==> src/rtl/seq_ctrl_pkg.sv <==
// Shared types and helpers for the C/B/A + J/K handshake sequencer.
// State encoding, default repeat counts and the B-length clamp.
package seq_ctrl_pkg;

   typedef enum logic [2:0] {
      IDLE = 3'd0,
      S_C  = 3'd1,
      S_B  = 3'd2,
      S_A  = 3'd3,
      S_J  = 3'd4,
      S_K  = 3'd5,
      S_X  = 3'd6
   } state_t;

   localparam int BMAX_DEF = 3;
   localparam int JLEN_DEF = 4;

   // A zero request still produces one B cycle; anything above bmax saturates.
   function automatic logic [1:0] clamp_blen(input logic [1:0] blen, input int bmax);
      logic [1:0] b;
      b = (blen == 2'd0) ? 2'd1 : blen;
      if (int'(b) > bmax) b = 2'(bmax);
      return b;
   endfunction

endpackage

==> src/rtl/rr_arb2.sv <==
// Two-requester round-robin arbiter; pointer remembers the last winner.
// Combinational grant, gated by en; the pointer advances only on a grant.
module rr_arb2 (
   input  logic       CLK,
   input  logic       RSTN,
   input  logic       en,
   input  logic [1:0] req,
   output logic [1:0] gnt
);

   logic ptr;

   always_comb begin
      gnt = 2'b00;
      if (en) begin
         if (req == 2'b11) gnt = ptr ? 2'b01 : 2'b10;
         else              gnt = req;
      end
   end

   // Reset to 1 so requester 0 wins the first tie.
   always_ff @(posedge CLK or negedge RSTN) begin
      if (!RSTN)      ptr <= 1'b1;
      else if (|gnt)  ptr <= gnt[1];
   end

endmodule

==> src/rtl/seq_proto_ctrl.sv <==
// Moore sequencer driving C, B[*1:BMAX], A, J[*JLEN], K (or X on abort) for two requesters.
// C appears one cycle after req is sampled in IDLE; req is ignored while busy.
module seq_proto_ctrl
   import seq_ctrl_pkg::*;
#(
   parameter int BMAX = BMAX_DEF,
   parameter int JLEN = JLEN_DEF
) (
   input  logic       CLK,
   input  logic       RSTN,
   input  logic [1:0] req,
   input  logic [1:0] blen0,
   input  logic [1:0] blen1,
   input  logic       abort,
   output logic       A,
   output logic       B,
   output logic       C,
   output logic       J,
   output logic       K,
   output logic       X,
   output logic [1:0] gnt,
   output logic       busy,
   output logic       done
);

   localparam int JW = $clog2(JLEN + 1);

   state_t          state_q, state_n;
   logic [1:0]      bcnt;
   logic [JW-1:0]   jcnt;
   logic [1:0]      gnt_q;
   logic [1:0]      arb_gnt;
   logic            idle;

   assign idle = (state_q == IDLE);

   rr_arb2 u_arb (
      .CLK  (CLK),
      .RSTN (RSTN),
      .en   (idle),
      .req  (req),
      .gnt  (arb_gnt)
   );

   always_comb begin
      state_n = state_q;
      case (state_q)
         IDLE: if (|arb_gnt) state_n = S_C;
         S_C:  state_n = abort ? S_X : S_B;
         S_B:  if (abort) state_n = S_X;
               else if (bcnt <= 2'd1) state_n = S_A;
         S_A:  state_n = abort ? S_X : S_J;
         // Abort takes priority even on the last J cycle.
         S_J:  if (abort) state_n = S_X;
               else if (jcnt <= JW'(1)) state_n = S_K;
         S_K:  state_n = IDLE;
         S_X:  state_n = IDLE;
         default: state_n = IDLE;
      endcase
   end

   always_ff @(posedge CLK or negedge RSTN) begin
      if (!RSTN) begin
         state_q <= IDLE;
         bcnt    <= 2'd0;
         jcnt    <= '0;
         gnt_q   <= 2'b00;
      end else begin
         state_q <= state_n;

         if (idle && |arb_gnt)
            bcnt <= clamp_blen(arb_gnt[1] ? blen1 : blen0, BMAX);
         else if (state_q == S_B && bcnt != 2'd0)
            bcnt <= bcnt - 2'd1;

         if (state_n == S_J && state_q != S_J)
            jcnt <= JW'(JLEN);
         else if (state_q == S_J && jcnt != '0)
            jcnt <= jcnt - JW'(1);

         // Grant is held through the closing K or X cycle.
         if (state_n == IDLE) gnt_q <= 2'b00;
         else if (idle)       gnt_q <= arb_gnt;
      end
   end

   assign C    = (state_q == S_C);
   assign B    = (state_q == S_B);
   assign A    = (state_q == S_A);
   assign J    = (state_q == S_J);
   assign K    = (state_q == S_K);
   assign X    = (state_q == S_X);
   assign done = (state_q == S_K);
   assign busy = !idle;
   assign gnt  = gnt_q;

endmodule

==> config.mk <==
export PLATFORM = sky130hd
export DESIGN_NAME = seq_proto_ctrl
export DESIGN_NICKNAME = d
export VERILOG_FILES = /design/src/rtl/seq_ctrl_pkg.sv /design/src/rtl/rr_arb2.sv /design/src/rtl/seq_proto_ctrl.sv
export SDC_FILE = /design/constraint.sdc
export NUM_CORES = 1
export LEC_CHECK = 0
export BUFFER_PORTS_ARGS = -buffer_cell sky130_fd_sc_hd__buf_2
export CORE_UTILIZATION = 50
export CTS_BUF_LIST = sky130_fd_sc_hd__clkbuf_16
export DETAILED_ROUTE_END_ITERATION = 8
export PLACE_DENSITY_LB_ADDON = 0.15
export SLEW_MARGIN = 20
export SYNTH_ARGS = -nofsm -noshare
export SYNTH_HDL_FRONTEND = slang
export SYNTH_SLANG_ARGS = --single-unit
export TNS_END_PERCENT = 100
==> constraint.sdc <==
create_clock -name CLK -period 1.67 [get_ports CLK]
set_input_delay 0.0835 -clock CLK [delete_from_list [all_inputs] [get_ports CLK]]
set_output_delay 0.0835 -clock CLK [all_outputs]
set_load 0.02 [all_outputs]
==> qor.csv, run 1 <==
metric,value,unit
Via Count,658,
crit-path max FO,10,
HPWL Detailed,1090,microns
period utilisation layout,87.2,%
global-route wire length before repair,2100,microns
Final Wtd Congestion,0.724,
top cell type's share of synthesized area,33.1,%
port bufs,18,
cell area after placement,842,sq um
synth top area cells,"dfrtp_1, ha_1, a21oi_1",
Area Growth Syn to Fin,23.1,%
Worst Hold Class,in -> reg,
Setup Buffers After CTS,0,
Synth Warn #,0,
fin crit period,1.46,ns
count of cell types in the netlist,34,
sequential group share of total power,29.7,%
Syn Inst Count,86,
largest family of logic cells by synthesized area,simple AND/OR/NAND/NOR gates,
via/cell ratio,5.44,
number of global-route vias before repair,522,
Max-slew headroom,70.2,%
layout cells sized above 1,31.1,%
largest net degree at the start of global routing,13,
total global routing overflow,0,
Core Rows,13,
Internal,0.00112,W
min-delay src,req[0],
Synth Area in Adders,8.26,%
CTS H-tree lvls,1,
largest area contributor in the netlist,dfrtp_1,
"IR drop worst, VDD",1.06,mV
GR Util All Layers,20.2,%
initial antenna violation count,0,
Layout Nets,121,
fill count,123,
clock share of power,22.7,%
Synthesized Nets,100,
area of the die,1670,sq um
Worst EP required,1.59,ns
Finished Cell Area,932,sq um
DRC,0,
#FFs+latches synth,11,
Worst-path clk slew,0.04,ns
Max Cap Viol,0,
actual slew at the worst max-slew pin,0.444,ns
count of final setup violators,0,
most frequent cell after synthesis,dfrtp_1,
core footprint,1350,sq um
FMAX,0.687,GHz
switching share of power,41.7,%
Critical Path Start,state_q[0],
Post-synth ARST share,100,%
commonest cells in the netlist,"dfrtp_1, inv_1, nor2_1",
Combinational Power Share,47.6,%
Critical Path Start Type,flop,
Max clock buf depth,2,
clk sinks,11,
sequential fraction of the synthesis area,36.5,%
nature of the critical path endpoint,primary output,
Synth Area in Compound Gates,16.5,%
TritonCTS clock tree,built,
unrepaired setup endpoints after global routing,false,
crit path DAT,1.37,ns
n_diodes,0,
"antenna viol nets, final",0,
mapped cell area,757,sq um
xor/xnor share of the synthesized area,1.16,%
drt wl/cell,11.9,microns
"EDFF count, synth",0,
clock insertion delay at the later pin of the skew report,0.24,ns
Top-Level Pins,19,
DRT iter0 DRCs,14,
Die Y,40.9,microns
root buf cell,clkbuf_16,
Initial Util,56.1,%
setup TNS,0,ns
Inserted Clock Buffers,3,
Slew Limit Fails,0,
overall die width,40.9,microns
status,finished clean,
drt total wl,1440,microns
final core occ,69.0,%
Setup Skew,0.00520,ns
cell area power density,2060,nW/um^2
Psw,0.000803,W
Static Leak,0.452,nW
r2r startpoint,state_q[0],
Synth Area in Simple Gates,29.4,%
Crit Path Category,reg -> out,
post-synthesis mux area share,0,%
Syn Area/Cell,8.80,sq um
ys flop type,dfrtp_1,
final hold vios,0,
drt pass-1 iters,4,
## metal layers
| layer | track usage (%) | up-vias | wire, microns |
|---|---|---|---|
| met3 | 4.89 | 5 | 50 |
| met4 | 12.5 | 0 | 34 |
| li1 | - | 342 | - |
| met5 | 0 | - | 0 |
| met2 | 32.4 | 14 | 667 |
| met1 | 23.7 | 297 | 686 |
## cells by family (layout without fill, tap and decap cells)
group / after synthesis / after routing
buf+inv: 12 / 32
fa+ha+maj: 5 / 5
simple gates: 38 / 38
flops: 11 / 11
xor+xnor: 1 / 1
compound gates: 19 / 19
## registers in the layout, indices dropped and copies added, names as in the netlist
| name | cells |
|---|---|
| bcnt | 2 |
| u_arb.ptr | 1 |
| gnt | 2 |
| jcnt | 3 |
| state_q | 3 |
## what timing repair did
item                                   4_1_cts  5_1_grt
endpoints found under the hold margin       11        0
hold buffers                                 1        0
setup endpoints to repair                    0        1
resized for setup                            0        1
## stage by stage
stage | power, W | setup slack [ns] | hold WS [ns] | std cells
after floorplan | 0.00130 | 0.147 | -0.212 | 86
after global placement | 0.00145 | 0.176 | -0.0321 | 116
after detailed placement | 0.00149 | 0.119 | -0.0328 | 116
after CTS | 0.00194 | 0.106 | 0.0506 | 121
after global routing | 0.00208 | 0.0870 | 0.0740 | 121
final | 0.00192 | 0.214 | 0.0552 | 121
## power groups by stage
| stage | sequential, W | combinational, W | clock (W) |
|---|---|---|---|
| 2_1_floorplan | 0.000513 | 0.000784 | 0 |
| 3_3_place_gp | 0.000564 | 0.000888 | 0 |
| 3_5_place_dp | 0.000572 | 0.000916 | 0 |
| 4_1_cts | 0.000571 | 0.000924 | 0.000444 |
| 5_1_grt | 0.000603 | 0.00103 | 0.000455 |
| 6_report | 0.000572 | 0.000915 | 0.000437 |
## worst max-delay path, cell delays in order (launching register included)
cell and delay, ns:
dfrtp_1 0.49, or3b_4 0.44, inv_1 0.06, buf_2 0.15
## placed cells by master (no fill, tap or decap), drive strengths merged
master,netlist,final
or3b,1,1
a211o,1,1
dfrtp,10,10
or3,1,1
inv,8,9
ha,5,5
buf,4,19
nor2,9,9
nand2b,2,2
o32a,1,1
dfstp,1,1
a21oi,6,6
nor2b,2,2
or4,2,2
xnor2,1,1
o32ai,1,1
clkbuf,0,3
o31ai,1,1
nor3,6,6
nor3b,2,2
nand2,6,6
nand3,4,4
o21ai,5,5
a31oi,3,3
or2,2,2
and3,1,1
o22ai,1,1
dlygate4sd3,0,1
## layout make-up
| class | count | area, sq um | share of cell area, % |
|---|---|---|---|
| well taps | 15 | 18.8 | 2.01 |
| inverters | 8 | 30.0 | 3.22 |
| flip-flops and latches | 11 | 278 | 29.8 |
| multi-input cells | 63 | 419 | 45.0 |
| repair buffers | 20 | 108 | 11.5 |
| clock buffers | 3 | 75.1 | 8.05 |
| clock inverters | 1 | 3.75 | 0.403 |
## path summary, 6_finish.rpt
kind / to / slack [ns] / cells after the start
setup / recovery: B / 0.21 / 3
hold reg to reg: gnt[1] / 0.53 / 2
setup reg to reg: bcnt[1] / 0.21 / 4
min in group asynchronous: state_q[2] / 0.24 / 2
hold / removal: u_arb.ptr / 0.06 / 2
max in group asynchronous: u_arb.ptr / 1.16 / 2
Power figures use the tool's default switching activity.
==> inputs of run 2 (changes only) <==
Settings changed: RECOVER_POWER set to 100.
==> qor.csv, run 2 (synthesis gave the netlist of run 1 again) <==
metric,value,unit,change
status,finished clean,,
nature of the critical path endpoint,primary output,,
CP peak stage delay,0.51,ns,+0.02 ns
Tot Pwr,0.00188,W,-2.3%
TritonCTS clock tree,built,,
R2R Path End,bcnt[1],,
"IR drop worst, VDD",1.08,mV,+1.9%
DRC,0,,unchanged
Finished Cell Area,911,sq um,-2.3%
crit path DAT,1.41,ns,+0.04 ns
CTS H-tree lvls,1,,unchanged
Largest regs,"jcnt (3), state_q (3)",,
cell area after placement,842,sq um,unchanged
core footprint,1350,sq um,unchanged
Core Rows,13,,unchanged
setup TNS,0,ns,unchanged
n_diodes,0,,unchanged
final hold slack,0.0554,ns,+0.000173 ns
drt pass-1 iters,4,,unchanged
actual slew at the worst max-slew pin,0.596,ns,+0.152 ns
min-delay src,req[0],,
fin crit period,1.50,ns,+0.0392 ns
Worst-path clk slew,0.04,ns,about the same
cell area power density,2060,nW/um^2,about the same
area of the die,1670,sq um,unchanged
drt wl/cell,12.1,microns,+2.0%
count of final setup violators,0,,unchanged
Critical Path Start,state_q[0],,
"commonest non-fill, non-tap cell in the layout",buf_2,,
Critical Path Start Type,flop,,
DRT iter0 DRCs,16,,+2
Initial Util,56.1,%,unchanged
Die Y,40.9,microns,unchanged
clk sinks,11,,unchanged
Max Cap Viol,0,,unchanged
clock insertion delay at the later pin of the skew report,0.24,ns,about the same
Top-Level Pins,19,,unchanged
Crit Path Category,reg -> out,,
initial antenna violation count,0,,unchanged
unrepaired setup endpoints after global routing,false,,
global-route wire length before repair,2100,microns,unchanged
crit-path max FO,10,,unchanged
Static Leak,0.422,nW,-6.8%
Slew Limit Fails,0,,unchanged
period utilisation layout,89.6,%,+2.3 points
most frequent cells in the layout,"buf_2, inv_1, dfrtp_1",,
r2r startpoint,state_q[0],,
port bufs,18,,unchanged
Worst EP required,1.59,ns,about the same
total global routing overflow,0,,unchanged
root buf cell,clkbuf_16,,
R2R Setup Slk,0.20,ns,about the same
CP Capture Point,K,,
Worst Hold Class,in -> reg,,
cells on worst reg2reg path,4,,unchanged
cell type of the slowest stage on the worst timing path,dfrtp_1,,
CP Cell Sequence,inv_1 -> nor3b_1 -> clkbuf_1,,
GR Util All Layers,20.2,%,unchanged
via/cell ratio,5.40,,-0.61%
Setup Skew,0.00572,ns,+0.000522 ns
Area Growth Syn to Fin,20.3,%,
final hold vios,0,,unchanged
layout cells sized above 1,22.6,%,-8.5 points
Via Count,654,,-0.61%
FMAX,0.669,GHz,-2.6%
Layout Nets,121,,unchanged
largest net degree at the start of global routing,13,,unchanged
Max-slew headroom,60.3,%,-9.9 points
"antenna viol nets, final",0,,unchanged
HPWL Detailed,1090,microns,unchanged
Final Wtd Congestion,0.724,,unchanged
Max clock buf depth,2,,unchanged
drt total wl,1470,microns,+2.0%
Inserted Clock Buffers,3,,unchanged
number of global-route vias before repair,522,,unchanged
overall die width,40.9,microns,unchanged
==> run 2: worst min-delay path by stage <==
| stage | end | slack (ns) | cells past startpoint |
|---|---|---|---|
| 2_1_floorplan | bcnt[0] | -0.21 | 0 |
| 3_3_place_gp | state_q[2] | -0.03 | 1 |
| 3_5_place_dp | state_q[2] | -0.03 | 1 |
| 4_1_cts | u_arb.ptr | 0.05 | 2 |
| 5_1_grt | u_arb.ptr | 0.07 | 2 |
| 6_report | u_arb.ptr | 0.06 | 2 |
==> run 2: cell type report <==
cell class                      count  area [sq um]
Clock buffer                        3          75.1
Clock inverter                      1          3.75
Fill cell                         126           439
Inverter                            8          30.0
Multi-Input combinational cell     63           407
Sequential cell                    11           278
Tap cell                           15          18.8
Timing Repair Buffer               20          98.8
==> run 2: critical path: cells and delay by family (launching register included) <==
kind	cells	cell delay (ns)
flops	1	0.51
simple gates	1	0.26
buf+inv	2	0.41
==> run 2: routing by layer <==
metal	vias to the layer above	share of wire (%)	global-route usage, %
met5	-	0	0
met4	0	2.3	12.5
met3	5	3.6	4.89
met2	15	46	32.4
met1	293	48	23.7
li1	341	-	-
==> run 2: report_power, final <==
group	internal, W	total [W]	switching (W)
clock network	0.000315	0.000439	0.000124
logic	0.000363	0.000879	0.000516
registers	0.000409	0.000562	0.000153
==> run 2: per-stage QoR <==
| stage | setup slack, ns | util [%] | std cells |
|---|---|---|---|
| 2_1_floorplan | 0.147 | - | 86 |
| 3_3_place_gp | 0.176 | 62.4 | 116 |
| 3_5_place_dp | 0.119 | 62.4 | 116 |
| 4_1_cts | 0.106 | 69.0 | 121 |
| 5_1_grt | 0.0492 | 67.5 | 121 |
| 6_report | 0.174 | 67.5 | 121 |
==> run 2: timing repair <==
item,4_1_cts,5_1_grt
endpoints found under the hold margin,11,0
buffers inserted,0,0
hold buffers,1,0
setup endpoints to repair,0,1
gates resized for setup,0,1
